`src/rtl/nonogram_pkg.sv`:
```
// nonogram_pkg: board limits and line generator state encoding shared across the nonogram blocks.
package nonogram_pkg;
  localparam int MAX_ROWS = 11;
  localparam int MAX_COLS = 11;
  localparam int MAX_CLUES = 6;
  localparam int MAX_NUM_OPTIONS = 84;
  localparam int OPT_W = 16;
  localparam int LARGEST_DIM = (MAX_ROWS > MAX_COLS) ? MAX_ROWS : MAX_COLS;
  typedef enum logic [1:0] {IDLE, HEADER, EMIT, DONE} state_e;
endpackage

```
`src/rtl/line_mask_builder.sv`:
```
// line_mask_builder: turns block start positions into a cell mask (bit c set iff a block covers cell c).
module line_mask_builder #(
  parameter int MAX_CLUES = nonogram_pkg::MAX_CLUES,
  parameter int OPT_W = nonogram_pkg::OPT_W
) (
  input  logic [MAX_CLUES-1:0][3:0] pos_i,
  input  logic [MAX_CLUES-1:0][3:0] clues_i,
  input  logic [2:0]                clue_cnt_i,
  input  logic [3:0]                line_len_i,
  output logic [OPT_W-1:0]          mask_o
);
  always_comb begin
    mask_o = '0;
    for (int c = 0; c < OPT_W; c++)
      for (int i = 0; i < MAX_CLUES; i++)
        if (3'(i) < clue_cnt_i && c < int'(line_len_i) && c >= int'(pos_i[i]) &&
            c < int'(pos_i[i]) + int'(clues_i[i]))
          mask_o[c] = 1'b1;
  end
endmodule

```
`src/rtl/line_option_gen.sv`:
```
// line_option_gen: streams a header word and every legal block placement mask for one nonogram line,
// then writes the option count into the count table.
module line_option_gen #(
  parameter int MAX_ROWS = nonogram_pkg::MAX_ROWS,
  parameter int MAX_COLS = nonogram_pkg::MAX_COLS,
  parameter int MAX_CLUES = nonogram_pkg::MAX_CLUES,
  parameter int MAX_NUM_OPTIONS = nonogram_pkg::MAX_NUM_OPTIONS,
  parameter int OPT_W = nonogram_pkg::OPT_W,
  localparam int IW = $clog2(MAX_ROWS + MAX_COLS),
  localparam int CW = $clog2(MAX_NUM_OPTIONS)
) (
  input  logic                      clk,
  input  logic                      rst,
  input  logic                      start,
  input  logic [IW-1:0]             line_index,
  input  logic [3:0]                line_len,
  input  logic [2:0]                clue_cnt,
  input  logic [MAX_CLUES-1:0][3:0] clues,
  output logic                      busy,
  output logic                      opt_valid,
  output logic [OPT_W-1:0]          opt_data,
  input  logic                      opt_ready,
  output logic                      cnt_we,
  output logic [IW-1:0]             cnt_index,
  output logic [CW-1:0]             cnt_value,
  output logic                      err
);
  import nonogram_pkg::*;
  state_e state_q, state_d;
  logic [IW-1:0] idx_q, idx_d;
  logic [3:0] len_q, len_d;
  logic [2:0] cnt_q, cnt_d, k;
  logic [MAX_CLUES-1:0][3:0] clues_q, clues_d, pos_q, pos_d, init_pos, adv_pos;
  logic [CW-1:0] count_q, count_d;
  logic err_q, err_d, fit_err, movable;
  logic [7:0] need;
  logic [OPT_W-1:0] mask;
  line_mask_builder #(.MAX_CLUES(MAX_CLUES), .OPT_W(OPT_W)) u_mask (
    .pos_i(pos_q), .clues_i(clues_q), .clue_cnt_i(cnt_q), .line_len_i(len_q), .mask_o(mask)
  );
  // Leftmost packing and fit test are taken straight from the inputs at capture time.
  always_comb begin
    init_pos = '0;
    need = 8'(clue_cnt) - 8'd1;
    for (int i = 1; i < MAX_CLUES; i++)
      init_pos[i] = init_pos[i-1] + clues[i-1] + 4'd1;
    for (int i = 0; i < MAX_CLUES; i++)
      if (3'(i) < clue_cnt) need = need + 8'(clues[i]);
    fit_err = clue_cnt != 3'd0 && need > 8'(line_len);
  end
  // Highest movable block steps right by one; everything after it repacks leftmost.
  always_comb begin
    movable = 1'b0;
    k = '0;
    for (int i = 0; i < MAX_CLUES; i++)
      if (3'(i) < cnt_q && (3'(i) == cnt_q - 3'd1 ?
          5'(pos_q[i]) + 5'(clues_q[i]) < 5'(len_q) :
          5'(pos_q[i]) + 5'(clues_q[i]) + 5'd1 < 5'(pos_q[(i+1) % MAX_CLUES]))) begin
        movable = 1'b1;
        k = 3'(i);
      end
    adv_pos = pos_q;
    for (int i = 0; i < MAX_CLUES; i++)
      if (3'(i) == k) adv_pos[i] = pos_q[i] + 4'd1;
      else if (3'(i) > k)
        adv_pos[i] = adv_pos[(i+MAX_CLUES-1) % MAX_CLUES] + clues_q[(i+MAX_CLUES-1) % MAX_CLUES] + 4'd1;
  end
  always_comb begin
    state_d = state_q;
    idx_d = idx_q;
    len_d = len_q;
    cnt_d = cnt_q;
    clues_d = clues_q;
    pos_d = pos_q;
    count_d = count_q;
    err_d = err_q;
    case (state_q)
      IDLE: if (start) begin
        state_d = HEADER;
        idx_d = line_index;
        len_d = line_len;
        cnt_d = clue_cnt;
        clues_d = clues;
        pos_d = init_pos;
        count_d = '0;
        err_d = fit_err;
      end
      HEADER: if (opt_ready) state_d = err_q ? DONE : EMIT;
      EMIT: if (opt_ready) begin
        count_d = count_q == CW'(MAX_NUM_OPTIONS) ? count_q : count_q + CW'(1);
        pos_d = movable ? adv_pos : pos_q;
        state_d = movable ? EMIT : DONE;
      end
      default: state_d = IDLE;
    endcase
  end
  always_ff @(posedge clk or posedge rst)
    if (rst) begin
      state_q <= IDLE;
      idx_q <= '0;
      len_q <= '0;
      cnt_q <= '0;
      clues_q <= '0;
      pos_q <= '0;
      count_q <= '0;
      err_q <= 1'b0;
    end else begin
      state_q <= state_d;
      idx_q <= idx_d;
      len_q <= len_d;
      cnt_q <= cnt_d;
      clues_q <= clues_d;
      pos_q <= pos_d;
      count_q <= count_d;
      err_q <= err_d;
    end
  assign busy = state_q != IDLE;
  assign opt_valid = state_q == HEADER || state_q == EMIT;
  assign opt_data = state_q == HEADER ? OPT_W'(idx_q) : state_q == EMIT ? mask : '0;
  assign cnt_we = state_q == DONE;
  assign cnt_index = idx_q;
  assign cnt_value = count_q;
  assign err = err_q;
endmodule

```
`config.mk`:
```
export PLATFORM = sky130hd
export DESIGN_NAME = line_option_gen
export DESIGN_NICKNAME = d
export VERILOG_FILES = /design/src/rtl/nonogram_pkg.sv /design/src/rtl/line_mask_builder.sv /design/src/rtl/line_option_gen.sv
export SDC_FILE = /design/constraint.sdc
export NUM_CORES = 1
export LEC_CHECK = 0
export BUFFER_PORTS_ARGS = -buffer_cell sky130_fd_sc_hd__buf_2
export CELL_PAD_IN_SITES_DETAIL_PLACEMENT = 0
export CELL_PAD_IN_SITES_GLOBAL_PLACEMENT = 1
export CORE_MARGIN = 3
export CORE_UTILIZATION = 52
export CTS_CLUSTER_SIZE = 12
export DETAILED_ROUTE_END_ITERATION = 8
export HOLD_SLACK_MARGIN = 0.06
export PLACE_DENSITY_LB_ADDON = 0.1
export REMOVE_ABC_BUFFERS = 1
export SLEW_MARGIN = 10
export SYNTH_ARGS = -nofsm -noshare
export SYNTH_HDL_FRONTEND = slang
export SYNTH_HIERARCHICAL = 1
export SYNTH_SLANG_ARGS = --single-unit
```
`constraint.sdc`:
```
create_clock -name clk -period 14.5 [get_ports clk]
set_input_delay 2.175 -clock clk [delete_from_list [all_inputs] [get_ports clk]]
set_output_delay 2.175 -clock clk [all_outputs]
set_load 0.05 [all_outputs]
```
# --- Yosys cells after proc, flatten, opt, wreduce, memory -nomap -nowiden ---
# Cells that the tools add are included.
totals:
  reg_bits: 70
  input_bits: 40
  output_inout_bits: 32
  wordCells: 748
op_classes:
  addsub: 54
  order_cmp: 226
  eq_ne: 20
  n_mux: 141
  n_reduce_logical: 289
ops:
  columns: ["operator", "n"]
  rows:
  - ["< comparator 5 x 32 -> 1 bit, first input constant", 42]
  - ["< comparator 4 x 32 -> 1 bit, first input constant", 24]
  - ["< comparator 3 x 32 -> 1 bit, first input constant", 12]
  - ["logical AND 1 bit", 277]
  - ["< comparator 1 x 32 -> 1 bit, first input constant", 6]
  - ["< comparator 2 x 32 -> 1 bit, first input constant", 6]
  - [">= comparator 4 bit, first input constant", 42]
  - ["two-way mux 1 bit", 105]
  - [">= comparator 3 x 4 -> 1 bit, first input constant", 24]
  - ["two-way mux 24 bit", 3]
  - ["adder 4 x 1 -> 4 bit, second input constant", 17]
  - ["adder 4 x 4 -> 5 bit", 12]
  - ["< comparator 5 x 4 -> 1 bit", 12]
  - [">= comparator 1 x 4 -> 1 bit, first input constant", 12]
  - [">= comparator 2 x 4 -> 1 bit, first input constant", 12]
  - ["two-way mux 4 bit", 12]
  - ["two-way mux 8 bit", 6]
  - ["one-hot mux 24 bit (2 select lines)", 1]
  - ["adder 4 bit", 10]
  - ["adder 8 x 4 -> 8 bit", 5]
  - ["adder 5 x 1 -> 5 bit, second input constant", 6]
  - ["two-way mux 15 bit", 2]
  - ["< comparator 4 bit, first input constant", 7]
  - ["two-way mux 7 bit", 3]
  - ["other kinds (35)", 72]

# --- Depth between registers and ports, before layout ---
# Gate-level depths: netlist of run 1.
depth:
  depth_word: 36
  ltp_mapped: 39
  mapped_depth_nobuf: 38

# --- Hierarchy ---
# Netlist of run 1, hierarchy kept.
modules_own_cells:
  columns: ["mod", "instances", "cells_each", "area_per_inst_um2", "seq_area_each_um2"]
  rows:
  - ["line_option_gen", 1, 999, 8715.9, 1751.7]
  - ["line_mask_builder", 1, 459, 3074.2, 0.0]

# --- Worst setup path after synthesis of run 1 ---
# OpenSTA, ideal clock, no wires.
synth_path:
  path_kind: "reg-to-reg"
  startpoint: "register pos_q[12] in the netlist's numbering"
  endpoint: "register pos_q[23] in the netlist's numbering"
  setup_ps: 95
  arrival_time_ps: 8553
  t_required_ps: 14405
  path_slack_ps: 5851
  stages_incl_launch_ff: 38
  n_path_buf: 1
  period_less_slack_ps: 8649
  path_cell_list: "dfrtp_1 ha_1 fa_1 xor2_1 nand3_1 xnor2_1 ha_1 o21ai_0 o221a_2 and3_1 a311o_1 or3_1 buf_6 nand2b_4 nor2_2 xnor2_1 ha_1 inv_1 [2 not listed] o21ai_0 fa_1 mux2i_1 o21ai_0 fa_1 mux2i_1 o21ai_0 ha_1 a21o_1 a21o_1 xor2_1 inv_1 a2111o_1 nor3_1 a2111oi_2 a31oi_1 xnor2_1 o31ai_1"
synth_between:
  elab_chain_cells: 34
  elab_cells_between_ends: 58
  cone_classes: "add/sub (13); order compare (9); eq/ne (7); mux (25); reduce/logical (4)"
synth_rtl:
  columns: ["item", "line_no", "text"]
  rows:
  - ["from (decl)", "line_option_gen.sv:33", "logic [MAX_CLUES-1:0][3:0] clues_q, clues_d, pos_q, pos_d, init_pos, adv_pos;"]
  - ["from (signal assigned)", "line_option_gen.sv:113", "pos_q <= pos_d;"]
  - ["adder 4 x 4 -> 5 bit", "line_option_gen.sv:57, line_option_gen.sv:58", null]
  - ["adder 5 x 1 -> 5 bit", "line_option_gen.sv:58", "5'(pos_q[i]) + 5'(clues_q[i]) + 5'd1 < 5'(pos_q[(i+1) % MAX_CLUES]))) begin"]
  - ["< comparator 5 x 4 -> 1 bit", "line_option_gen.sv:58", null]
  - ["two-way mux 1 bit", "line_option_gen.sv:56", "if (3'(i) < cnt_q && (3'(i) == cnt_q - 3'd1 ?"]
  - ["logical AND 1 bit", "line_option_gen.sv:56", null]
  - ["two-way mux 3 bit (3 in a row)", "line_option_gen.sv:56", null]
  - ["greater-than comparator 1 x 3 -> 1 bit", "line_option_gen.sv:65", "else if (3'(i) > k)"]
  - ["two-way mux 4 bit", "line_option_gen.sv:65", null]
  - ["[16 not listed]", null, null]
  - ["two-way mux 4 bit", "line_option_gen.sv:64", "if (3'(i) == k) adv_pos[i] = pos_q[i] + 4'd1;"]
  - ["adder 4 bit", "line_option_gen.sv:66", "adv_pos[i] = adv_pos[(i+MAX_CLUES-1) % MAX_CLUES] + clues_q[(i+MAX_CLUES-1) % MAX_CLUES] + 4'd1;"]
  - ["adder 4 x 1 -> 4 bit", "line_option_gen.sv:66", null]
  - ["two-way mux 4 bit", "line_option_gen.sv:65", null]
  - ["two-way mux 4 bit", "line_option_gen.sv:64", null]
  - ["two-way mux 24 bit", "line_option_gen.sv:91", "pos_d = movable ? adv_pos : pos_q;"]
  - ["two-way mux 24 bit", "line_option_gen.sv:89", "EMIT: if (opt_ready) begin"]
  - ["one-hot mux 24 bit (2 select lines)", "line_option_gen.sv:77", "case (state_q)"]
# Parallel ways exist; a longest one is shown, timed or not. The select of a mux whose other input is x is not followed.
# A chain may end at the register's enable or synchronous reset.

# --- Worst setup path after layout of run 1 ---
# Same ends and word-level chain as after synthesis.

==> out/results.txt, run 1 <==
Worst r2r path cells -> 36
Critical Setup Path Class -> register to register
Hold EP -> cnt_q[1]
Max FO, Critical Path -> 15
Post-CTS setup buffers -> 0
Initial DRT Pass Iterations -> 5
Number of antenna violations at the first check in global routing -> 0
Vias per cell -> 6.42
Data required time at the worst endpoint -> 14760 ps
Post-Route WL -> 37.6 mm
Drc violations -> 0
Relative slew slack -> 20.4%
Post-detail-place hpwl -> 29.0 mm
# hold bufs at CTS -> 0
Starting utilization of the core area -> 53.5%
Utilization after layout -> 57.4%
Number of cells upsized or downsized after cts -> 0
Mean post-synth cell area -> 8.09 um2
Antenna viol nets, final -> 0
Class of the tightest hold or removal check -> register to register
Floorplan die area -> 0.0245 mm2
Clock-pin slew reported for the worst setup and hold paths after clock tree synthesis -> 70 ps
CP Launch Type -> register
Final-report hold violation count -> 0
Skew final -> 13.1 ps
Worst hold margin -> 493 ps
Setup repair after global routing missed its margin -> no
Area leader, netlist -> sky130_fd_sc_hd__ha_1
Diodes inserted -> 0
Core region area -> 0.0220 mm2
Die Y -> 157 um
Total grt overflow -> 0
Fmax -> 101 MHz
Worst Tran Pin Value -> 1160 ps
Number of cells produced by synthesis -> 1458
Library cell with the highest instance count after synthesis -> sky130_fd_sc_hd__ha_1
Startpoint of the worst-slack reg-to-reg timing path -> pos_q[12]
Largest stage delay on the critical path -> 680 ps
Total of buffers placed on input and output ports -> 70
Avg WL per Cell -> 21.2 um
Number of placement rows -> 54
Later-pin clock latency in the skew report -> 360 ps
Outcome -> finished clean
Ranking of synthesized cells by area -> sky130_fd_sc_hd__ha_1, sky130_fd_sc_hd__dfrtp_1, sky130_fd_sc_hd__a21oi_1
Main flop type after synthesis -> sky130_fd_sc_hd__dfrtp_1
Max Root-Sink Buffers -> 2
CP Data Arrival Time -> 10190 ps
CTS H-tree lvls -> 3
Beginning of the worst hold path -> cnt_q[1]
Wire length of the first global-routing pass -> 59.9 mm
Final max-slew violation count -> 0
Synth warnings -> 6
Setup slack on the worst flop-to-flop path -> 4580 ps
Syn Std Cell Area -> 0.0118 mm2
Top-level port count -> 72
DRC marker count from the first detailed-route iteration -> 949
TritonCTS clock tree -> built
Async S/R FF share, synth -> 100%
Seq/Total Area, Yosys -> 14.9%
Clock tree root buffer cell -> sky130_fd_sc_hd__clkbuf_16
Critical register-to-register path endpoint -> pos_q[23]
Final layout net count -> 1721
Area growth, synth to finish -> 7.14%
Horizontal extent of the die -> 157 um
Total via count in the routed design -> 11408
Number of global-route vias before repair -> 11150
FF+latch count, synth -> 70
Sum of negative setup slack -> 0 ps
All-Layer GR Usage -> 30.7%
Number of buffers added by the clock tree synthesis step -> 9
Number of max-cap violations -> 0
Maximum number of pins on one net before global-route repair -> 71
Worst hold path cell count -> 2
Fraction of synthesized cell area taken by the top area cell type -> 17.2%
Period utilisation layout -> 68.4%
Sort of element at the end of the critical path -> register
Final setup violation count -> 0
Post-synth top cells -> sky130_fd_sc_hd__ha_1, sky130_fd_sc_hd__nand2_1, sky130_fd_sc_hd__a21oi_1
Count of flip-flops with a built-in enable after synthesis -> 0
Gpl congestion -> 0.994
Slowest stage cell on the critical path -> sky130_fd_sc_hd__or3_1
Number of clock sinks -> 70
Min cycle time layout -> 9920 ps
Number of unique standard cell types used by synthesis -> 106
Share of layout cells above drive strength 1 -> 11.6%
## logic make-up (layout without fill, tap and decap cells)
logic type	after synthesis	in the layout	share of synthesized area, %
AO/OA/AOI/OAI	464	464	26.7
XOR/XNOR	94	94	7.05
adder cells (fa/ha/maj)	189	189	21.8
buffers and inverters	159	198	5.45
flip-flops	70	70	14.9
multiplexers	62	62	5.77
other	1	1	0.0318
AND/OR/NAND/NOR	419	419	18.3
## per-layer routing
metal	up-vias	share of wire, %	track usage [%]
met5	-	0	0
met4	0	4.7	14.0
met3	109	7.4	3.65
met2	497	45	48.6
met1	5370	43	42.0
li1	5432	-	-
## metrics by stage
stage | instance area (um2) | worst slack, ps | std cells
detailed placement | 12300 | 4660 | 1761
floorplan | 11500 | 5600 | 1403
finish | 12600 | 4580 | 1777
global route | 12600 | 3740 | 1777
CTS | 12600 | 4640 | 1777
global placement | 12300 | 4920 | 1761
## cell usage in the layout, fill, tap and decap left out, drive strengths merged, types with 9 or more instances in the layout
cell type | Yosys | layout
a211oi | 20 | 20
fa | 27 | 27
nor3 | 28 | 28
a21o | 49 | 49
a31oi | 25 | 25
nand3 | 44 | 44
inv | 104 | 106
and2 | 24 | 24
nor2 | 91 | 91
xor2 | 43 | 43
o211ai | 18 | 18
o31ai | 9 | 9
mux2i | 29 | 29
a21oi | 113 | 113
nand2b | 28 | 28
xnor2 | 51 | 51
a32oi | 12 | 12
nor2b | 22 | 22
dfrtp | 70 | 70
o21ai | 105 | 105
buf | 20 | 78
ha | 162 | 162
clkbuf | 35 | 9
nand2 | 110 | 110
mux2 | 33 | 33
## critical path: cells and delay by family (launching register included)
| family | cells | cell delay (ps) |
|---|---|---|
| multiplexers | 3 | 260 |
| AND/OR/NAND/NOR | 6 | 1650 |
| adder cells (fa/ha/maj) | 8 | 3070 |
| AO/OA/AOI/OAI | 12 | 3090 |
| flip-flops | 1 | 550 |
| buffers and inverters | 2 | 170 |
| XOR/XNOR | 5 | 1040 |
## cell type report
cell class,count,area [um2]
multi-input cells,1229,9400
fillers,2032,9390
flip-flops and latches,70,1750
repair buffers,78,410
inverters,104,392
well taps,280,350
clock buffers,9,225
clock inverters,7,103
## sequential cells by signal (all words and copies together), names as in the netlist
| name | flops |
|---|---|
| clues_q | 24 |
| pos_q | 24 |
| cnt_value | 7 |
| cnt_index | 5 |
| len_q | 4 |
| cnt_q | 3 |
| state_q | 2 |
| err | 1 |
## worst max-delay path by stage
stage / startpoint / to / depth (start not counted)
CTS: pos_q[12] / pos_q[23] / 36
finish: pos_q[12] / pos_q[23] / 36
global placement: pos_q[12] / pos_q[23] / 36
detailed placement: pos_q[12] / pos_q[23] / 36
floorplan: pos_q[12] / pos_q[23] / 36
global route: pos_q[12] / pos_q[23] / 36
Power of run 1 is left out: the tool's default activity adds up to more than one toggle a clock period on the data nets, which glitch-free logic cannot reach.
==> run 2: changes to the inputs <==
--- a/config.mk
+++ b/config.mk
@@ -9,7 +9,7 @@
 export CELL_PAD_IN_SITES_DETAIL_PLACEMENT = 0
 export CELL_PAD_IN_SITES_GLOBAL_PLACEMENT = 1
 export CORE_MARGIN = 3
-export CORE_UTILIZATION = 52
+export CORE_UTILIZATION = 44
 export CTS_CLUSTER_SIZE = 12
 export DETAILED_ROUTE_END_ITERATION = 8
 export HOLD_SLACK_MARGIN = 0.06
==> constraint.sdc (replaced) <==
create_clock -name clk -period 8.63 [get_ports clk]
set_input_delay 1.2945 -clock clk [delete_from_list [all_inputs] [get_ports clk]]
set_output_delay 1.2945 -clock clk [all_outputs]
set_load 0.05 [all_outputs]
==> out/results.txt, run 2 (synthesis gave the netlist of run 1 again) <==
Total of buffers placed on input and output ports -> 70
Post-detail-place hpwl -> 32.4 mm
Min cycle time layout -> 8190 ps
Slowest stage cell on the critical path -> sky130_fd_sc_hd__fa_2
Clock tree root buffer cell -> sky130_fd_sc_hd__clkbuf_16
Area growth, synth to finish -> 12.5%
Number of clock sinks -> 70
Die Y -> 170 um
Post-Route WL -> 40.8 mm
Final Instance Area -> 0.0133 mm2
Number of global-route vias before repair -> 11323
Relative slew slack -> 27.0%
Final-report hold violation count -> 0
Drc violations -> 0
Fmax -> 122 MHz
Cell repeated most along the worst path -> sky130_fd_sc_hd__fa_1
TritonCTS clock tree -> built
Clock-pin slew reported for the worst setup and hold paths after clock tree synthesis -> 70 ps
Top-level port count -> 72
Outcome -> finished clean
Floorplan die area -> 0.0288 mm2
CP Data Arrival Time -> 8460 ps
Layout filler cell count -> 2606
Beginning of the worst hold path -> cnt_index[2]
Later-pin clock latency in the skew report -> 360 ps
All-Layer GR Usage -> 28.4%
Critical register-to-register path endpoint -> pos_q[23]
Avg WL per Cell -> 21.6 um
Period utilisation layout -> 94.9%
Worst r2r path cells -> 34
Wire length of the first global-routing pass -> 64.0 mm
Minimum setup slack after placement -> -54.4 ps
Diodes inserted -> 0
DRC marker count from the first detailed-route iteration -> 885
Max Root-Sink Buffers -> 2
CTS H-tree lvls -> 3
Core region area -> 0.0262 mm2
Horizontal extent of the die -> 170 um
Max FO, Critical Path -> 7
Total grt overflow -> 0
Largest stage delay on the critical path -> 570 ps
Category of cells accounting for the largest share of critical-path delay -> adder cells
Setup slack on the worst flop-to-flop path -> 440 ps
Worst Tran Pin Value -> 1090 ps
Data required time at the worst endpoint -> 8900 ps
CP Launch Type -> register
Startpoint of the worst-slack reg-to-reg timing path -> clues_q[16]
Starting utilization of the core area -> 45.0%
Final setup violation count -> 0
# hold bufs at CTS -> 0
Total via count in the routed design -> 11620
Sort of element at the end of the critical path -> register
Vias per cell -> 6.14
Antenna viol nets, final -> 0
Share of layout cells above drive strength 1 -> 16.1%
Number of max-cap violations -> 0
Total cell area at the placement stage -> 0.0128 mm2
Number of buffer and inverter instances along the worst setup path -> 2
Maximum number of pins on one net before global-route repair -> 54
Critical Setup Path Class -> register to register
Final max-slew violation count -> 0
Final layout net count -> 1781
Worst hold path cell count -> 1
Setup slack after layout -> 440 ps
Class of the tightest hold or removal check -> register to register
Sum of negative setup slack -> 0 ps
Number of buffers added by the clock tree synthesis step -> 9
Initial DRT Pass Iterations -> 5
Top library cells by usage in the layout, fill and taps aside -> sky130_fd_sc_hd__ha_1, sky130_fd_sc_hd__nand2_1, sky130_fd_sc_hd__a21oi_1, sky130_fd_sc_hd__inv_1, sky130_fd_sc_hd__o21ai_0
Skew final -> 10.8 ps
Most frequent standard cell in the layout excluding fill and tap cells -> sky130_fd_sc_hd__ha_1
Number of placement rows -> 59
Gpl congestion -> 0.961
Number of antenna violations at the first check in global routing -> 0
Hold EP -> cnt_index[2]
==> run 2: changes by cell type in the layout (fill, tap and decap cells not counted), moves of 2 or more <==
cell,before,now
sky130_fd_sc_hd__inv_6,3,1
sky130_fd_sc_hd__buf_4,8,68
sky130_fd_sc_hd__a21oi_1,108,106
sky130_fd_sc_hd__fa_2,0,2
sky130_fd_sc_hd__ha_2,1,4
sky130_fd_sc_hd__o21ai_0,96,91
sky130_fd_sc_hd__xor2_1,42,38
sky130_fd_sc_hd__o21ai_2,0,3
sky130_fd_sc_hd__o21ai_1,9,11
sky130_fd_sc_hd__fa_1,27,25
sky130_fd_sc_hd__ha_1,161,158
sky130_fd_sc_hd__xor2_2,1,5
==> run 2: cell type report <==
cell class	count	area, um2	area share, %
multi-input combinational	1229	9510	71.7
sequential	70	1750	13.2
timing repair buffer	138	861	6.49
tap	335	419	3.16
inverter	104	392	2.95
clock buffer	10	239	1.80
clock inverter	6	92.6	0.698
==> run 2: layer usage <==
| metal | vias up | part of all wire, % | GRT usage (%) |
|---|---|---|---|
| met3 | 87 | 5.0 | 2.42 |
| li1 | 5550 | - | - |
| met4 | 0 | 4.2 | 11.7 |
| met2 | 394 | 46 | 46.3 |
| met1 | 5589 | 45 | 38.7 |
| met5 | - | 0 | 0 |
==> run 2: how the worst max path moves through the flow <==
stage          depth (start not counted)   startpoint        end
3_5_place_dp                          35  clues_q[16]  pos_q[23]
5_1_grt                               34  clues_q[16]  pos_q[23]
2_1_floorplan                         36    pos_q[12]  pos_q[23]
4_1_cts                               35  clues_q[16]  pos_q[23]
6_report                              34  clues_q[16]  pos_q[23]
3_3_place_gp                          36  clues_q[12]  pos_q[23]
==> run 2: per-stage QoR <==
stage	std cells	hold slack, ps	utilization, %
2_1_floorplan	1403	502	-
3_3_place_gp	1868	509	48.7
3_5_place_dp	1868	521	48.7
4_1_cts	1884	537	50.0
5_1_grt	1892	560	50.6
6_report	1892	534	50.6
==> run 2: worst register-to-register path, delay by kind of cell (launching register included) <==
| family | cells | cell delay, ps |
|---|---|---|
| muxes | 4 | 710 |
| and+or+nand+nor | 6 | 860 |
| DFF | 1 | 390 |
| adders and majority gates | 9 | 3540 |
| AOI/OAI and AO/OA | 11 | 2030 |
| xor gates and xnor gates | 2 | 290 |
| buffers and inverters | 2 | 270 |
==> run 2: what timing repair did <==
| action | 4_1_cts | 5_1_grt |
|---|---|---|
| gates resized for setup | 1 | 25 |
| endpoints found under the setup margin | 1 | 4 |
| gates cloned | 0 | 0 |
| setup buffers | 0 | 8 |
| pin swaps | 0 | 18 |
Power of run 2 is left out for the same reason.
==> run 3: changes to the inputs <==
==> constraint.sdc (replaced) <==
create_clock -name clk -period 8.63 [get_ports clk]
set_input_delay 0.863 -clock clk [delete_from_list [all_inputs] [get_ports clk]]
set_output_delay 0.863 -clock clk [all_outputs]
set_load 0.05 [all_outputs]
==> out/results.txt, run 3 (synthesis gave the netlist of run 1 again) <==
TritonCTS clock tree -> built
All-Layer GR Usage -> 27.3%
Startpoint of the worst-slack reg-to-reg timing path -> clues_q[16]
Sort of element at the end of the critical path -> register
Category of cells accounting for the largest share of critical-path delay -> adder cells
Number of clock sinks -> 70
Gpl congestion -> 0.929
Total cell area at the placement stage -> 0.0127 mm2
Later-pin clock latency in the skew report -> 350 ps
Min cycle time layout -> 8110 ps
Total of buffers placed on input and output ports -> 70
Final max-slew violation count -> 0
Number of buffer and inverter instances along the worst setup path -> 2
Total via count in the routed design -> 11433
Horizontal extent of the die -> 170 um
Final-report hold violation count -> 0
Core region area -> 0.0262 mm2
Share of layout cells above drive strength 1 -> 14.7%
Diodes inserted -> 0
Placed insts -> 1864
Fmax -> 123 MHz
Drc violations -> 0
CP Data Arrival Time -> 8370 ps
Slowest stage cell on the critical path -> sky130_fd_sc_hd__fa_1
Top library cells by usage in the layout, fill and taps aside -> sky130_fd_sc_hd__ha_1, sky130_fd_sc_hd__nand2_1, sky130_fd_sc_hd__a21oi_1, sky130_fd_sc_hd__inv_1, sky130_fd_sc_hd__o21ai_0
Wire length of the first global-routing pass -> 62.1 mm
Area of combinational cells with multiple inputs -> 0.00943 mm2
CP Launch Type -> register
Starting utilization of the core area -> 45.0%
Max Root-Sink Buffers -> 2
Largest stage delay on the critical path -> 520 ps
Final setup violation count -> 0
Initial DRT Pass Iterations -> 5
Top-level port count -> 72
Data required time at the worst endpoint -> 8890 ps
Number of placement rows -> 59
Clock-pin slew reported for the worst setup and hold paths after clock tree synthesis -> 70 ps
Most frequent standard cell in the layout excluding fill and tap cells -> sky130_fd_sc_hd__ha_1
Maximum number of pins on one net before global-route repair -> 61
Post-route insts no fill -> 1881
Floorplan die area -> 0.0288 mm2
# hold bufs at CTS -> 0
Avg WL per Cell -> 21.2 um
Skew final -> 13.3 ps
Max FO, Critical Path -> 7
Number of buffers added by the clock tree synthesis step -> 9
Sequential cell area -> 0.00175 mm2
Post-detail-place hpwl -> 31.7 mm
DRC marker count from the first detailed-route iteration -> 737
Total grt overflow -> 0
Final layout net count -> 1770
Layout filler cell count -> 2593
CTS H-tree lvls -> 3
Critical Setup Path Class -> register to register
Clock tree root buffer cell -> sky130_fd_sc_hd__clkbuf_16
Relative slew slack -> 30.5%
Area growth, synth to finish -> 10.9%
Vias per cell -> 6.08
Worst Tran Pin Value -> 1040 ps
Class of the tightest hold or removal check -> primary input to asynchronous set/reset pin
Number of global-route vias before repair -> 10957
Post-Route WL -> 39.8 mm
Setup repair after global routing missed its margin -> no
Launch point of the critical path -> clues_q[16]
Antenna viol nets, final -> 0
Period utilisation layout -> 94.0%
Number of antenna violations at the first check in global routing -> 0
Final Instance Area -> 0.0131 mm2
Number of max-cap violations -> 0
Cell repeated most along the worst path -> sky130_fd_sc_hd__ha_1
Outcome -> finished clean
Die Y -> 170 um
[run 3: metrics by stage]
step	setup WS [ps]	utilization (%)	hold WS [ps]	TNS, ps
after global placement	60.1	48.6	511	0
after detailed placement	-25.7	48.6	519	-25.7
after floorplan	-266	-	502	-311
final	518	49.9	406	0
after CTS	76.3	49.8	403	0
after global routing	7.82	49.9	415	0
[run 3: timing repair]
item,4_1_cts,5_1_grt
cloned,0,0
gates resized for setup,1,11
setup endpoints to repair,1,4
buffers inserted,0,1
pin swaps,0,3
[run 3: final timing paths]
kind                                 to  slack (ps)  cells past startpoint
max                           pos_q[23]         520                     35
min                          clues_q[0]         410                      2
max reg2reg                   pos_q[23]         520                     35
min reg2reg                cnt_index[2]         530                      1
max in group asynchronous     pos_q[19]        7090                      3
min in group clk           cnt_index[2]         530                      1
[run 3: worst reg2reg max path: cells and delay by family (launching register included)]
family / cells / cell delay (ps)
xor+xnor: 3 / 390
buf+inv: 2 / 150
flops: 1 / 380
mux: 4 / 620
fa+ha+maj: 9 / 3190
compound gates: 12 / 2290
simple gates: 5 / 1000
[run 3: cell type report]
cell class	count	area share, %
Multi-Input combinational cell	1229	72.1
Clock inverter	7	0.613
Tap cell	335	3.21
Sequential cell	70	13.4
Clock buffer	9	1.72
Timing Repair Buffer	127	5.95
Inverter	104	3.00
[run 3: routing by layer]
layer	vias to the layer above	track usage [%]	part of all wire, %
li1	5540	-	-
met1	5520	38.5	47
met2	315	44.5	46
met3	58	2.26	4.3
met4	0	8.61	3.0
met5	-	0	0
Power of run 3 is left out for the same reason.
